===== src/rtl/booth_seq_ctrl_if.sv =====
// Operand/product handshake bundle for the sequential Booth multiplier.
// The controller takes the slave side; the operand source and product sink take master.
interface booth_seq_ctrl_if;
    logic        in_valid;
    logic        in_ready;
    logic [7:0]  multiplicand;
    logic [7:0]  multiplier;
    logic        out_valid;
    logic        out_ready;
    logic [15:0] product;
    logic        busy;

    modport master (
        output in_valid, multiplicand, multiplier, out_ready,
        input  in_ready, out_valid, product, busy
    );

    modport slave (
        input  in_valid, multiplicand, multiplier, out_ready,
        output in_ready, out_valid, product, busy
    );
endinterface


===== src/rtl/booth_seq_ctrl.sv =====
// Sequencer for an 8x8 signed radix-2 Booth multiplier: accepts an operand pair,
// runs STEPS_PER_CLK chained substeps per cycle for 8 substeps, then offers the 16-bit product.
module booth_seq_ctrl #(
    parameter int STEPS_PER_CLK = 1
) (
    input  logic             clk,
    input  logic             rst,
    booth_seq_ctrl_if.slave  bus
);

    if (STEPS_PER_CLK != 1 && STEPS_PER_CLK != 2 &&
        STEPS_PER_CLK != 4 && STEPS_PER_CLK != 8) begin : g_bad_steps
        $error("booth_seq_ctrl: STEPS_PER_CLK must be 1, 2, 4 or 8");
    end

    typedef enum logic [1:0] {
        ST_IDLE = 2'd0,
        ST_RUN  = 2'd1,
        ST_DONE = 2'd2
    } state_t;

    state_t      state_q;
    logic [7:0]  acc_q;
    logic [7:0]  q_q;
    logic        qm1_q;
    logic [7:0]  m_q;
    logic [3:0]  cnt_q;
    logic        bypass_q;
    logic [15:0] product_q;
    logic        out_valid_q;
    logic        in_ready_q;
    logic        busy_q;

    logic [7:0]  acc_d;
    logic [7:0]  q_d;
    logic        qm1_d;
    logic [3:0]  cnt_d;

    // Combinational chain of Booth substeps: add/subtract M on {Q0,q-1}, then
    // arithmetic shift right of {acc, Q, q-1}.
    for (genvar gi = 0; gi < STEPS_PER_CLK; gi++) begin : g_step
        logic [7:0] acc_in;
        logic [7:0] q_in;
        logic       qm1_in;
        logic [7:0] sum;
        logic [7:0] acc_o;
        logic [7:0] q_o;
        logic       qm1_o;

        if (gi == 0) begin : g_first
            assign acc_in = acc_q;
            assign q_in   = q_q;
            assign qm1_in = qm1_q;
        end else begin : g_chain
            assign acc_in = g_step[gi-1].acc_o;
            assign q_in   = g_step[gi-1].q_o;
            assign qm1_in = g_step[gi-1].qm1_o;
        end

        always_comb begin
            sum = acc_in;
            case ({q_in[0], qm1_in})
                2'b01:   sum = acc_in + m_q;
                2'b10:   sum = acc_in - m_q;
                default: sum = acc_in;
            endcase
        end

        assign acc_o = {sum[7], sum[7:1]};
        assign q_o   = {sum[0], q_in[7:1]};
        assign qm1_o = q_in[0];
    end

    assign acc_d = g_step[STEPS_PER_CLK-1].acc_o;
    assign q_d   = g_step[STEPS_PER_CLK-1].q_o;
    assign qm1_d = g_step[STEPS_PER_CLK-1].qm1_o;
    assign cnt_d = cnt_q + 4'(STEPS_PER_CLK);

    always_ff @(posedge clk or posedge rst) begin
        if (rst) begin
            state_q     <= ST_IDLE;
            acc_q       <= '0;
            q_q         <= '0;
            qm1_q       <= 1'b0;
            m_q         <= '0;
            cnt_q       <= '0;
            bypass_q    <= 1'b0;
            product_q   <= '0;
            out_valid_q <= 1'b0;
            in_ready_q  <= 1'b1;
            busy_q      <= 1'b0;
        end else begin
            case (state_q)
                ST_IDLE: begin
                    if (bus.in_valid && in_ready_q) begin
                        // -M for M=-128 does not fit in 8 bits, so -128 is steered
                        // to the multiplier side; -128 x -128 is patched at the end.
                        if (bus.multiplicand == 8'h80 && bus.multiplier != 8'h80) begin
                            m_q      <= bus.multiplier;
                            q_q      <= bus.multiplicand;
                            bypass_q <= 1'b0;
                        end else begin
                            m_q      <= bus.multiplicand;
                            q_q      <= bus.multiplier;
                            bypass_q <= (bus.multiplicand == 8'h80);
                        end
                        acc_q      <= '0;
                        qm1_q      <= 1'b0;
                        cnt_q      <= '0;
                        in_ready_q <= 1'b0;
                        busy_q     <= 1'b1;
                        state_q    <= ST_RUN;
                    end
                end
                ST_RUN: begin
                    acc_q <= acc_d;
                    q_q   <= q_d;
                    qm1_q <= qm1_d;
                    cnt_q <= cnt_d;
                    if (cnt_d == 4'd8) begin
                        product_q   <= bypass_q ? 16'h4000 : {acc_d, q_d};
                        out_valid_q <= 1'b1;
                        state_q     <= ST_DONE;
                    end
                end
                ST_DONE: begin
                    if (bus.out_ready) begin
                        out_valid_q <= 1'b0;
                        busy_q      <= 1'b0;
                        in_ready_q  <= 1'b1;
                        state_q     <= ST_IDLE;
                    end
                end
                default: begin
                    state_q <= ST_IDLE;
                end
            endcase
        end
    end

    assign bus.in_ready  = in_ready_q;
    assign bus.out_valid = out_valid_q;
    assign bus.product   = product_q;
    assign bus.busy      = busy_q;

endmodule


===== src/flat_wrapper.sv =====
// flat-port wrapper written by rule: the top's interface ports become plain ports
module booth_seq_ctrl_flat 
#(
    parameter int STEPS_PER_CLK = 1
)
  (clk, rst, bus_in_valid, bus_multiplicand, bus_multiplier, bus_out_ready, bus_in_ready, bus_out_valid, bus_product, bus_busy);
  booth_seq_ctrl_if bus_i ();
  input  logic clk;
  input  logic rst;
  input wire logic [$bits(bus_i.in_valid)-1:0] bus_in_valid;
  input wire logic [$bits(bus_i.multiplicand)-1:0] bus_multiplicand;
  input wire logic [$bits(bus_i.multiplier)-1:0] bus_multiplier;
  input wire logic [$bits(bus_i.out_ready)-1:0] bus_out_ready;
  output wire logic [$bits(bus_i.in_ready)-1:0] bus_in_ready;
  output wire logic [$bits(bus_i.out_valid)-1:0] bus_out_valid;
  output wire logic [$bits(bus_i.product)-1:0] bus_product;
  output wire logic [$bits(bus_i.busy)-1:0] bus_busy;
  assign bus_i.in_valid = bus_in_valid;
  assign bus_i.multiplicand = bus_multiplicand;
  assign bus_i.multiplier = bus_multiplier;
  assign bus_i.out_ready = bus_out_ready;
  assign bus_in_ready = bus_i.in_ready;
  assign bus_out_valid = bus_i.out_valid;
  assign bus_product = bus_i.product;
  assign bus_busy = bus_i.busy;
  booth_seq_ctrl #(.STEPS_PER_CLK(STEPS_PER_CLK)) u_core (.clk(clk), .rst(rst), .bus(bus_i));
endmodule

===== config.mk =====
export PLATFORM = sky130hd
export DESIGN_NAME = booth_seq_ctrl_flat
export DESIGN_NICKNAME = d
export VERILOG_FILES = /design/src/rtl/booth_seq_ctrl_if.sv /design/src/rtl/booth_seq_ctrl.sv /design/src/flat_wrapper.sv
export SDC_FILE = /design/constraint.sdc
export NUM_CORES = 1
export LEC_CHECK = 0
export ABC_AREA = 1
export CAP_MARGIN = 40
export CORE_MARGIN = 10
export CORE_UTILIZATION = 42
export DETAILED_ROUTE_END_ITERATION = 7
export GPL_TIMING_DRIVEN = 0
export PLACE_DENSITY_LB_ADDON = 0.3
export SYNTH_ARGS = -nofsm -noshare
export SYNTH_HDL_FRONTEND = slang
export SYNTH_SLANG_ARGS = --single-unit
export TNS_END_PERCENT = 5

===== constraint.sdc =====
create_clock -name clk -period 2.5 [get_ports clk]
set_clock_uncertainty 0.05 [all_clocks]
set_input_delay 0.625 -clock clk [delete_from_list [all_inputs] [get_ports clk]]
set_output_delay 0.625 -clock clk [all_outputs]
set_load 0.05 [all_outputs]

# Word level (Yosys, flattened, before mapping)

Cells that the tools add are included.

Register bits: 51
Input port bits: 20
Word-level logic and storage cells: 60

$add $sub $neg: 3
Eq/ne operators: 10
Multiplexer cells: 24
Reduce and logical (&&, ||, !) cells: 12

Operator list:

| operator                                                                | number |
|---|---|
| 8-bit case mux with 2 select lines                                      | 3 |
| 8-bit two-way mux                                                       | 4 |
| 16-bit two-way mux                                                      | 1 |
| 3-bit AND reduction                                                     | 3 |
| 8-bit adder                                                             | 1 |
| 8-bit == test, second input constant                                    | 1 |
| 8-bit inequality test, second input constant                            | 1 |
| 1-bit case mux with 2 select lines                                      | 4 |
| 4-bit case mux with 2 select lines                                      | 1 |
| 8-bit subtractor                                                        | 1 |
| 1-bit two-way mux                                                       | 6 |
| 2-bit two-way mux                                                       | 3 |
| 2-bit case mux with 3 select lines                                      | 1 |
| 2-bit AND reduction                                                     | 3 |
| 2-bit nonzero test                                                      | 3 |
| 4-bit by 1-bit adder with 4-bit output, second input constant           | 1 |
| 2-bit by 1-bit == test with 1-bit output, second input constant         | 2 |
| 2-bit == test, second input constant                                    | 2 |
| 4-bit == test, second input constant                                    | 1 |
| 4-bit two-way mux                                                       | 1 |
| 2-bit by 1-bit inequality test with 1-bit output, second input constant | 2 |
| 1-bit logical AND                                                       | 2 |
| 2-bit logical NOT                                                       | 1 |
| 2-bit inequality test, second input constant                            | 1 |

# Longest topological paths before layout

Gate-level depths: netlist of run 1.

Depth after elaboration: 5
Depth in mapped cells: 18
Mapped depth without buffers: 18

# Worst setup path after synthesis of run 1

No wires, ideal clock.

Path kind: register -> register
Start: reg u_core.m_q[0]
End: reg u_core.acc_q[6]
Arrival time: 2,141 ps
Data required time: 2,333 ps
Setup slack: 192 ps
Cell stages (with the launch flop): 18
Path buffers: 0
Cells stage by stage: dfrtp_1 > inv_1 > ha_1 > nand2_1 > o21ai_0 > o21ai_0 > xor2_1 > ha_1 > nand2_1 > inv_1 > a21oi_1 > nand2_1 > nand3_1 > nand3_1 > nand2_1 > nand2_1 > nand2_1 > nand2_1

Longest elaborated chain between the ends: 3

Ends and longest elaborated chain:

| item                                            | line                                       | source |
|---|---|---|
| start, declared                                 | booth_seq_ctrl.sv:26                       | `logic [7:0] m_q;` |
| start signal, assigned                          | booth_seq_ctrl.sv:99                       | `m_q <= bus.multiplier;` |
| start signal, assigned                          | booth_seq_ctrl.sv:103                      | `m_q <= bus.multiplicand;` |
| 8-bit subtractor or 8-bit adder (tied branches) | booth_seq_ctrl.sv:64, booth_seq_ctrl.sv:63 |  |
| 8-bit case mux with 2 select lines (*)          | booth_seq_ctrl.sv:62                       | `case ({q_in[0], qm1_in})` |
| 8-bit case mux with 2 select lines (*)          | booth_seq_ctrl.sv:93                       | `case (state_q)` |
| end signal, assigned                            | booth_seq_ctrl.sv:82                       | `acc_q <= '0;` |
| end signal, assigned                            | booth_seq_ctrl.sv:107                      | `acc_q <= '0;` |
| end signal, assigned                            | booth_seq_ctrl.sv:116                      | `acc_q <= acc_d;` |
| end, declared                                   | booth_seq_ctrl.sv:23                       | `logic [7:0] acc_q;` |

Every way passes the cells marked *; elsewhere a longest branch is shown, timed or not.
A chain may end at the register's enable or synchronous reset.

# Worst setup path in the final report of run 1

Start: reg u_core.in_ready_q, in the netlist u_core.bus.in_ready
End: out bus_in_ready

RTL lines:

| item                   | line                  | source |
|---|---|---|
| start, declared        | booth_seq_ctrl.sv:31  | `logic in_ready_q;` |
| start signal, assigned | booth_seq_ctrl.sv:90  | `in_ready_q <= 1'b1;` |
| start signal, assigned | booth_seq_ctrl.sv:110 | `in_ready_q <= 1'b0;` |
| start signal, assigned | booth_seq_ctrl.sv:130 | `in_ready_q <= 1'b1;` |
| end, declared          | flat_wrapper.sv:14    | `output wire logic [$bits(bus_i.in_ready)-1:0] bus_in_ready;` |

No word-level cell between the ends.

==> out/metrics.csv, run 1 <==
metric,value,unit
footprint of the multi-input gates,1400,µm²
number of cell rows,29,
Antenna Nets Post-Route,0,
hold_sp,u_core.state_q[0],
Post-synth ARST share,100,%
setup TNS,0,ns
clk sinks,50,
GRT Overall Usage,12.9,%
Remaining DRCs,0,
Area Overhead vs Synth,25.7,%
post-synth top area share,43.8,%
die width,102,µm
first-pass GRT wire length,10800,µm
startpoint type of the worst setup path,flop,
maximum clock rate,0.421,GHz
warnings from Yosys,0,
Hold WS,0.432,ns
Worst VDD drop,0.000344,V
CP Launch Point,u_core.bus.in_ready,
register area share after synthesis,44.7,%
layout cells sized above 1,19.6,%
worst endpoint required time,1.82,ns
fillers,580,
crit path capture type,output pin,
LEAKAGE,0.00168,µW
max incr delay on CP,0.81,ns
number of synthesized flops with an enable pin,0,
post-synthesis xor/xnor area fraction,2.77,%
DP HPWL,5060,µm
Rel. slew slack,65.2,%
Hold Crit Class,flop to flop,
n_diodes,0,
io pins,39,
Final Hold Fails,0,
routed len/inst,14.4,µm
Setup CP Type,flop to output pin,
worst slew pin tran,0.520,ns
Synth Register Bits,50,
final wirelength,6470,µm
mux cell area share after synthesis,0.358,%
H-tree Lvls,2,
First DRT Iteration DRCs,96,
distinct cell type count after synthesis,41,
number of vias per cell,5.11,
crit path max fanout,3,
CP max-delay cell,clkdlybuf4s50_1,
Post-Synth Adder-Cell Area,5.63,%
RR Startpoint,u_core.m_q[0],
CP bufs+invs,1,
TritonRoute pass-1 iters,4,
WP data arrival,1.70,ns
Post-Syn Nets,354,
largest cells by area after synthesis,"dfrtp_1 (44%), nand2_1 (11%), inv_1 (5.4%)",
Congestion Overflow GR,0,
cells after synthesis,322,
TritonCTS Buffers,5,
Top delay family on crit path,buffers and inverters,
number of global-route vias before repair,2276,
nets,403,
final setup violating endpoints,0,
initial antenna violation count,0,
largest net degree at the start of global routing,29,
most used flip-flop cell after synthesis,dfrtp_1,
clk slew on worst S/H paths,0.10,ns
CTS Buffer Depth,2,
max_cap viols,0,
post-synthesis average cell area,8.69,µm²
minimum clock period,2.37,ns
Post-CTS Hold Fix Bufs,0,
die height,102,µm
outcome,finished clean,
pwr dens,385,nW/µm²
unrepaired setup endpoints after global routing,true,
FF+latch area,1250,µm²
total number of vias,2295,
post-synth top area cell,dfrtp_1,
IO Port Bufs,38,
Max Slew Vio Count,0,
clk root buf,clkbuf_8,
Synth Area in Compound Gates,14.4,%
largest family of logic cells by synthesized area,simple AND/OR/NAND/NOR gates,
Mapped Area,2800,µm²
top-count cell post-synth,nand2_1,
Initial Utilization,43.6,%
DIE AREA,10300,µm²
post-synthesis simple-gate area fraction,23.2,%
cells along the critical path,clkdlybuf4s50_1,
later-pin clock latency in the skew report,0.31,ns
core area,6420,µm²
CTS tree,done,
GP Congestion,0.910,
synth cell count leaders,"nand2_1 (84), dfrtp_1 (49), inv_1 (40), nand3_1 (18)",
Final Cycle Share,94.9,%
-- where the power goes --
| group | switching, µW | internal [µW] |
|---|---|---|
| Clock | 282 | 200 |
| Sequential | 0 | 808 |
| Combinational | 31.0 | 32.1 |
-- final cells by class --
type                       instances  share of cell area (%)
multi-input combinational        217                    39.9
sequential                        50                    35.6
timing repair buffer              42                    12.0
inverter                          49                    5.44
tap                               77                    2.74
clock buffer                       5                    1.96
buffer                             6                    1.67
clock inverter                     3                   0.676
-- timing repair --
action | in CTS | in global routing
pin swaps | 2 | 19
endpoints found under the setup margin | 3 | 9
cloned | 0 | 0
resized for setup | 7 | 25
buffers inserted | 2 | 1
-- registers in the layout, summed over array words and instances (netlist names) --
name	flops
u_core.bus.product	16
u_core.g_step.q_in	8
u_core.m_q	8
u_core.acc_q	7
u_core.cnt_q	4
u_core.state_q	2
u_core.bus.busy	1
u_core.bus.in_ready	1
u_core.bus.out_valid	1
u_core.bypass_q	1
u_core.g_step.qm1_in	1
-- metrics by stage --
| stage | instance area (µm²) | setup WS, ns | power [µW] | utilization (%) | instances |
|---|---|---|---|---|---|
| after global placement | 3280 | -0.379 | 885 | 51.0 | 437 |
| after CTS | 3420 | 0.00788 | 1370 | 53.2 | 448 |
| final | 3520 | 0.127 | 1350 | 54.8 | 449 |
| after floorplan | 2800 | 0.192 | 842 | - | 322 |
| after global routing | 3520 | -0.0663 | 1410 | 54.8 | 449 |
| after detailed placement | 3300 | -0.163 | 888 | 51.3 | 438 |
-- cells by family after synthesis --
family          after synthesis
mux                           1
compound gates               60
fa+ha+maj                    12
buf+inv                      55
flops                        50
simple gates                136
xor+xnor                      8
-- layer usage --
metal | part of all wire [%] | vias to the layer above | routed length, µm | track usage, %
li1 | - | 1158 | - | -
met1 | 47 | 1083 | 3020 | 16.1
met2 | 48 | 50 | 3090 | 21.0
met3 | 4.9 | 4 | 318 | 4.42
met4 | 0.56 | 0 | 36 | 3.19
met5 | 0 | - | 0 | 0
-- path summary, 6_finish.rpt --
path	endpoint	slack [ns]	depth (start not counted)
min	u_core.state_q[1]	0.43	1
max in group asynchronous	u_core.bus.in_ready	1.20	3
min in group asynchronous	u_core.bus.product[14]	0.61	2
min reg2reg	u_core.state_q[1]	0.43	1
max	bus_in_ready	0.13	1
max reg2reg	u_core.bus.product[14]	0.14	17
-- layout by cell type, fill, tap and decap left out, types with 3 or more instances in the layout --
cell | synthesis | routed
nand2_1 | 84 | 77
ha_4 | 0 | 3
nand3b_1 | 4 | 4
clkbuf_8 | 2 | 7
nand2_2 | 0 | 6
nand3_2 | 2 | 4
ha_1 | 11 | 7
clkdlybuf4s50_1 | 0 | 38
a21oi_1 | 7 | 5
nor2_8 | 3 | 3
nand3_1 | 18 | 16
a31oi_1 | 5 | 4
o22ai_1 | 5 | 5
xor2_1 | 5 | 5
inv_2 | 5 | 12
inv_4 | 3 | 3
inv_1 | 40 | 33
nor2_1 | 17 | 17
dfrtp_1 | 49 | 49
o21ai_2 | 10 | 11
o221ai_1 | 7 | 7
buf_4 | 0 | 3
o21ai_0 | 17 | 14
(Power assumes the default switching activity.)
==> run 2: changes to the inputs <==
- SKIP_CTS_REPAIR_TIMING: not set -> 1
==> out/metrics.csv, run 2 (synthesis gave the netlist of run 1 again) <==
metric,value,unit,change
outcome,finished clean,,unchanged
die width,102,µm,unchanged
highest-count cells in the layout ignoring fill and taps,"nand2_1 (79), dfrtp_1 (49), clkdlybuf4s50_1 (38)",,"was nand2_1 (77), dfrtp_1 (49), clkdlybuf4s50_1 (38)"
core area,6420,µm²,unchanged
fillers,575,,was 580
unrepaired setup endpoints after global routing,true,,unchanged
WP data arrival,2.54,ns,was 1.70 ns
cell with the most instances on the worst path,nand2_2,,
max_cap viols,0,,unchanged
area post-placement,3300,µm²,unchanged
"commonest non-fill, non-tap cell in the layout",nand2_1,,unchanged
largest net degree at the start of global routing,29,,unchanged
startpoint type of the worst setup path,flop,,unchanged
nets,404,,was 403
DP HPWL,5060,µm,unchanged
Setup CP Type,flop to flop,,was flop to output pin
Initial Utilization,43.6,%,unchanged
Congestion Overflow GR,0,,unchanged
io pins,39,,unchanged
GRT Overall Usage,12.9,%,about the same
H-tree Lvls,2,,unchanged
CP max-delay cell,dfrtp_1,,was clkdlybuf4s50_1
cells along the critical path,inv_2 -> ha_4 -> nand2_4 -> o21ai_4 -> buf_6 -> xor2_2 -> ha_4 -> nand2_1 -> nand2_2 -> a21oi_2 -> nand2_2 -> inv_2 -> nand2_2 -> nand4_1 -> nand3_1 -> nand2_1 -> inv_1,,was clkdlybuf4s50_1
maximum clock rate,0.420,GHz,was 0.421 GHz
clk sinks,50,,unchanged
max FFs per register,16,,unchanged
later-pin clock latency in the skew report,0.31,ns,about the same
CTS tree,done,,unchanged
total number of vias,2278,,was 2295
number of vias per cell,5.06,,was 5.11
fin cells,450,,was 449
Antenna Nets Post-Route,0,,unchanged
Final Hold Fails,0,,unchanged
CTS Buffer Depth,2,,unchanged
n_diodes,0,,unchanged
die height,102,µm,unchanged
final non-filler cell area,3520,µm²,about the same
final setup violating endpoints,0,,unchanged
layout cells sized above 1,19.0,%,was 19.6%
Area Overhead vs Synth,25.9,%,was 25.7%
max incr delay on CP,0.43,ns,was 0.81 ns
crit path max fanout,5,,was 3
Remaining DRCs,0,,unchanged
crit path capture type,flop,,was output pin
clk slew on worst S/H paths,0.10,ns,about the same
IO Port Bufs,38,,unchanged
Rel. slew slack,65.2,%,about the same
Hold Crit Class,flop to flop,,unchanged
First DRT Iteration DRCs,95,,was 96
TritonRoute pass-1 iters,5,,was 4
clk root buf,clkbuf_8,,unchanged
DIE AREA,10300,µm²,unchanged
minimum clock period,2.38,ns,was 2.37 ns
Final Cycle Share,95.2,%,was 94.9%
pwr dens,384,nW/µm²,was 385 nW/µm²
number of cell rows,29,,unchanged
Worst VDD drop,0.000345,V,was 0.000344 V
initial antenna violation count,0,,unchanged
Max Slew Vio Count,0,,unchanged
TritonCTS Buffers,5,,unchanged
final wirelength,6400,µm,was 6470 µm
GP Congestion,0.910,,unchanged
number of global-route vias before repair,2268,,was 2276
LEAKAGE,0.00169,µW,was 0.00168 µW
routed len/inst,14.2,µm,was 14.4 µm
worst slew pin tran,0.520,ns,about the same
worst endpoint required time,2.66,ns,was 1.82 ns
first-pass GRT wire length,10700,µm,was 10800 µm
Worst R2R Setup Slack,0.12,ns,was 0.14 ns
placed cells,438,,unchanged
run 2: changes by cell type in the layout (fill, tap and decap cells not counted), sizes merged:
cell,previous run,this run
buf,7,8
run 2: worst max-delay path, delay by kind of cell (launching register included):
family	cells	cell delay, ns
AND/OR/NAND/NOR	8	0.60
flip-flops	1	0.43
adder cells (fa/ha/maj)	2	0.39
AO/OA/AOI/OAI	2	0.31
buffers and inverters	4	0.31
XOR/XNOR	1	0.19
run 2: per-layer routing:
layer | track usage [%] | vias up | routed length [µm]
li1 | - | 1160 | -
met1 | 16.0 | 1075 | 3000
met2 | 20.9 | 39 | 3050
met3 | 4.42 | 4 | 306
met4 | 3.19 | 0 | 36
met5 | 0 | - | 0
run 2: metrics by stage:
step | hold WS, ns | setup WS [ns] | power, µW | util (%) | setup TNS [ns]
final | 0.431 | 0.119 | 1350 | 54.9 | 0
after global routing | 0.461 | -0.0857 | 1410 | 54.9 | -0.232
after CTS | 0.438 | -0.188 | 1370 | 52.8 | -0.550
after detailed placement | 0.416 | -0.163 | 888 | 51.3 | -0.462
after global placement | 0.408 | -0.379 | 885 | 51.0 | -18.69
after floorplan | 0.400 | 0.192 | 842 | - | 0
run 2: cell type report:
| class | count | area [µm²] | area share [%] |
|---|---|---|---|
| multi-input cells | 217 | 1400 | 39.7 |
| inverters | 49 | 191 | 5.43 |
| clock inverters | 3 | 23.8 | 0.674 |
| repair buffers | 43 | 434 | 12.3 |
| flip-flops and latches | 50 | 1250 | 35.5 |
| well taps | 77 | 96.3 | 2.73 |
| plain buffers | 6 | 58.8 | 1.67 |
| clock buffers | 5 | 68.8 | 1.95 |
run 2: report_power, final:
group / total [µW] / internal [µW] / leakage (µW) / switching, µW
Clock: 483 / 200 / 0.0000408 / 282
Combinational: 62.8 / 32.0 / 0.00107 / 30.8
Sequential: 808 / 808 / 0.000575 / 0
Total: 1350 / 1040 / 0.00169 / 313
run 2: final timing paths:
| path | cells after the start | startpoint | to |
|---|---|---|---|
| setup / recovery | 17 | u_core.m_q[0] | u_core.bus.product[14] |
| hold / removal | 1 | u_core.state_q[0] | u_core.state_q[1] |
| setup reg to reg | 17 | u_core.m_q[0] | u_core.bus.product[14] |
| hold reg to reg | 1 | u_core.state_q[0] | u_core.state_q[1] |
| max in group asynchronous | 3 | rst | u_core.bus.in_ready |
| min in group asynchronous | 2 | rst | u_core.bus.product[14] |
==> run 3: changes to the inputs <==
- CORE_ASPECT_RATIO: not set -> 1.4
- SLEW_MARGIN: not set -> 20
==> out/metrics.csv, run 3 (synthesis gave the netlist of run 1 again) <==
metric,value,unit,change
Area Overhead vs Synth,25.3,%,was 25.9%
largest net degree at the start of global routing,34,,was 29
crit path max fanout,5,,unchanged
Rel. slew slack,64.9,%,was 65.2%
nets,406,,was 404
CP bufs+invs,3,,was 4
Final Cycle Share,99.2,%,was 95.2%
Clock Power Share,40.5,%,was 35.7%
CP max-delay cell,dfrtp_1,,unchanged
worst endpoint required time,2.65,ns,was 2.66 ns
LEAKAGE,0.00170,µW,was 0.00169 µW
CTS Buffer Depth,2,,unchanged
clk root buf,clkbuf_8,,unchanged
first-pass GRT wire length,10500,µm,was 10700 µm
First DRT Iteration DRCs,86,,was 95
DP HPWL,4940,µm,was 5060 µm
GP Congestion,0.886,,was 0.910
die width,89.0,µm,was 102 µm
FF+latch area,1250,µm²,unchanged
n_diodes,0,,unchanged
Setup CP Type,flop to flop,,unchanged
layout cells sized above 1,18.4,%,was 19.0%
fin util,53.8,%,was 54.9%
fin cells,449,,was 450
later-pin clock latency in the skew report,0.30,ns,was 0.31 ns
io pins,39,,unchanged
Final Hold Fails,0,,unchanged
overall power,1460,µW,was 1350 µW
minimum clock period,2.48,ns,was 2.38 ns
outcome,finished clean,,unchanged
Max Slew Vio Count,0,,unchanged
worst slew pin tran,0.525,ns,was 0.520 ns
pwr dens,417,nW/µm²,was 384 nW/µm²
highest-count cells in the layout ignoring fill and taps,"nand2_1 (76), dfrtp_1 (49), inv_1 (38), clkdlybuf4s50_1 (38), nor2_1 (17)",,"was nand2_1 (79), dfrtp_1 (49), clkdlybuf4s50_1 (38)"
initial antenna violation count,0,,unchanged
final non-filler cell area,3510,µm²,was 3520 µm²
Flop pwr share,55.3,%,was 59.7%
number of vias per cell,5.19,,was 5.06
maximum clock rate,0.403,GHz,was 0.420 GHz
total number of vias,2331,,was 2278
Final WS setup,0.0212,ns,was 0.119 ns
cells along the critical path,inv_1 -> ha_2 -> nand2_2 -> o21ai_2 -> buf_4 -> xor2_1 -> ha_1 -> nand2_1 -> nand2_2 -> a21oi_2 -> nand2_2 -> inv_2 -> nand2_2 -> nand4_1 -> nand2_2 -> nand2_2 -> nand2_1,,was inv_2 -> ha_4 -> nand2_4 -> o21ai_4 -> buf_6 -> xor2_2 -> ha_4 -> nand2_1 -> nand2_2 -> a21oi_2 -> nand2_2 -> inv_2 -> nand2_2 -> nand4_1 -> nand3_1 -> nand2_1 -> inv_1
net switching share of the total power,21.7,%,was 23.1%
crit path capture type,flop,,unchanged
max_cap viols,0,,unchanged
Hold Crit Class,flop to flop,,unchanged
startpoint type of the worst setup path,flop,,unchanged
number of cell rows,35,,was 29
final wirelength,6370,µm,was 6400 µm
Top delay family on crit path,simple AND/OR/NAND/NOR gates,,unchanged
fillers,610,,was 575
Antenna Nets Post-Route,0,,unchanged
CTS tree,done,,unchanged
TritonRoute pass-1 iters,4,,was 5
Congestion Overflow GR,0,,unchanged
unrepaired setup endpoints after global routing,true,,unchanged
H-tree Lvls,2,,unchanged
GRT Overall Usage,12.6,%,was 12.9%
area post-placement,3290,µm²,was 3300 µm²
clk sinks,50,,unchanged
Worst VDD drop,0.000369,V,was 0.000345 V
"commonest non-fill, non-tap cell in the layout",nand2_1,,unchanged
net load switching power,317,µW,was 313 µW
TritonCTS Buffers,5,,unchanged
"worst slack, placed",-0.122,ns,was -0.163 ns
WP data arrival,2.63,ns,was 2.54 ns
max incr delay on CP,0.42,ns,was 0.43 ns
routed len/inst,14.2,µm,about the same
core area,6530,µm²,was 6420 µm²
clk slew on worst S/H paths,0.10,ns,about the same
IO Port Bufs,38,,unchanged
max FFs per register,16,,unchanged
cell with the most instances on the worst path,nand2_2,,unchanged
Int Power,1150,µW,was 1040 µW
Gate power share,4.3,%,was 4.6%
final setup violating endpoints,0,,unchanged
number of global-route vias before repair,2292,,was 2268
placed cells,435,,was 438
DIE AREA,10400,µm²,was 10300 µm²
die height,117,µm,was 102 µm
Initial Utilization,42.9,%,was 43.6%
footprint of the multi-input gates,1350,µm²,was 1400 µm²
Remaining DRCs,0,,unchanged
run 3: changes by cell type in the layout (fill, tap and decap cells not counted), moves of 2 or more:
cell and change:
buf_4 +3, clkinvlp_4 -2, ha_1 +2, ha_4 -3
inv_1 +4, inv_2 -4, nand2_1 -3, nand2_2 +4
run 3: power by group through the flow:
stage               Combinational (µW)  Clock, µW  Sequential [µW]
global route                      68.9        634              808
CTS                               64.4        606              808
detailed placement                64.2          0              824
finish                            62.6        592              808
global placement                  59.4          0              824
floorplan                         18.2          0              824
run 3: area by class of cell:
type | count | area share, %
timing repair buffer | 45 | 12.7
buffer | 6 | 1.68
inverter | 49 | 5.46
tap | 74 | 2.64
clock buffer | 5 | 1.96
clock inverter | 3 | 1.36
multi-input combinational | 217 | 38.5
sequential | 50 | 35.7
run 3: stage by stage:
| step | TNS (ns) | hold WS, ns |
|---|---|---|
| final | 0 | 0.427 |
| after global placement | -14.54 | 0.413 |
| after floorplan | 0 | 0.400 |
| after CTS | -0.346 | 0.432 |
| after detailed placement | -0.315 | 0.417 |
| after global routing | -0.682 | 0.445 |
run 3: worst paths after layout:
check	start	endpoint	slack [ns]	depth (start not counted)
hold reg to reg	u_core.state_q[0]	u_core.state_q[1]	0.43	1
hold / removal	u_core.state_q[0]	u_core.state_q[1]	0.43	1
setup reg to reg	u_core.m_q[1]	u_core.bus.product[15]	0.02	17
max in group asynchronous	rst	u_core.m_q[3]	1.34	3
setup / recovery	u_core.m_q[1]	u_core.bus.product[15]	0.02	17
min in group asynchronous	rst	u_core.bus.out_valid	0.56	2
run 3: metal layers:
| layer | global-route usage (%) | routed length [µm] |
|---|---|---|
| met1 | 14.4 | 2760 |
| met2 | 22.7 | 3290 |
| met3 | 2.30 | 204 |
| met4 | 4.26 | 121 |
| met5 | 0 | 0 |
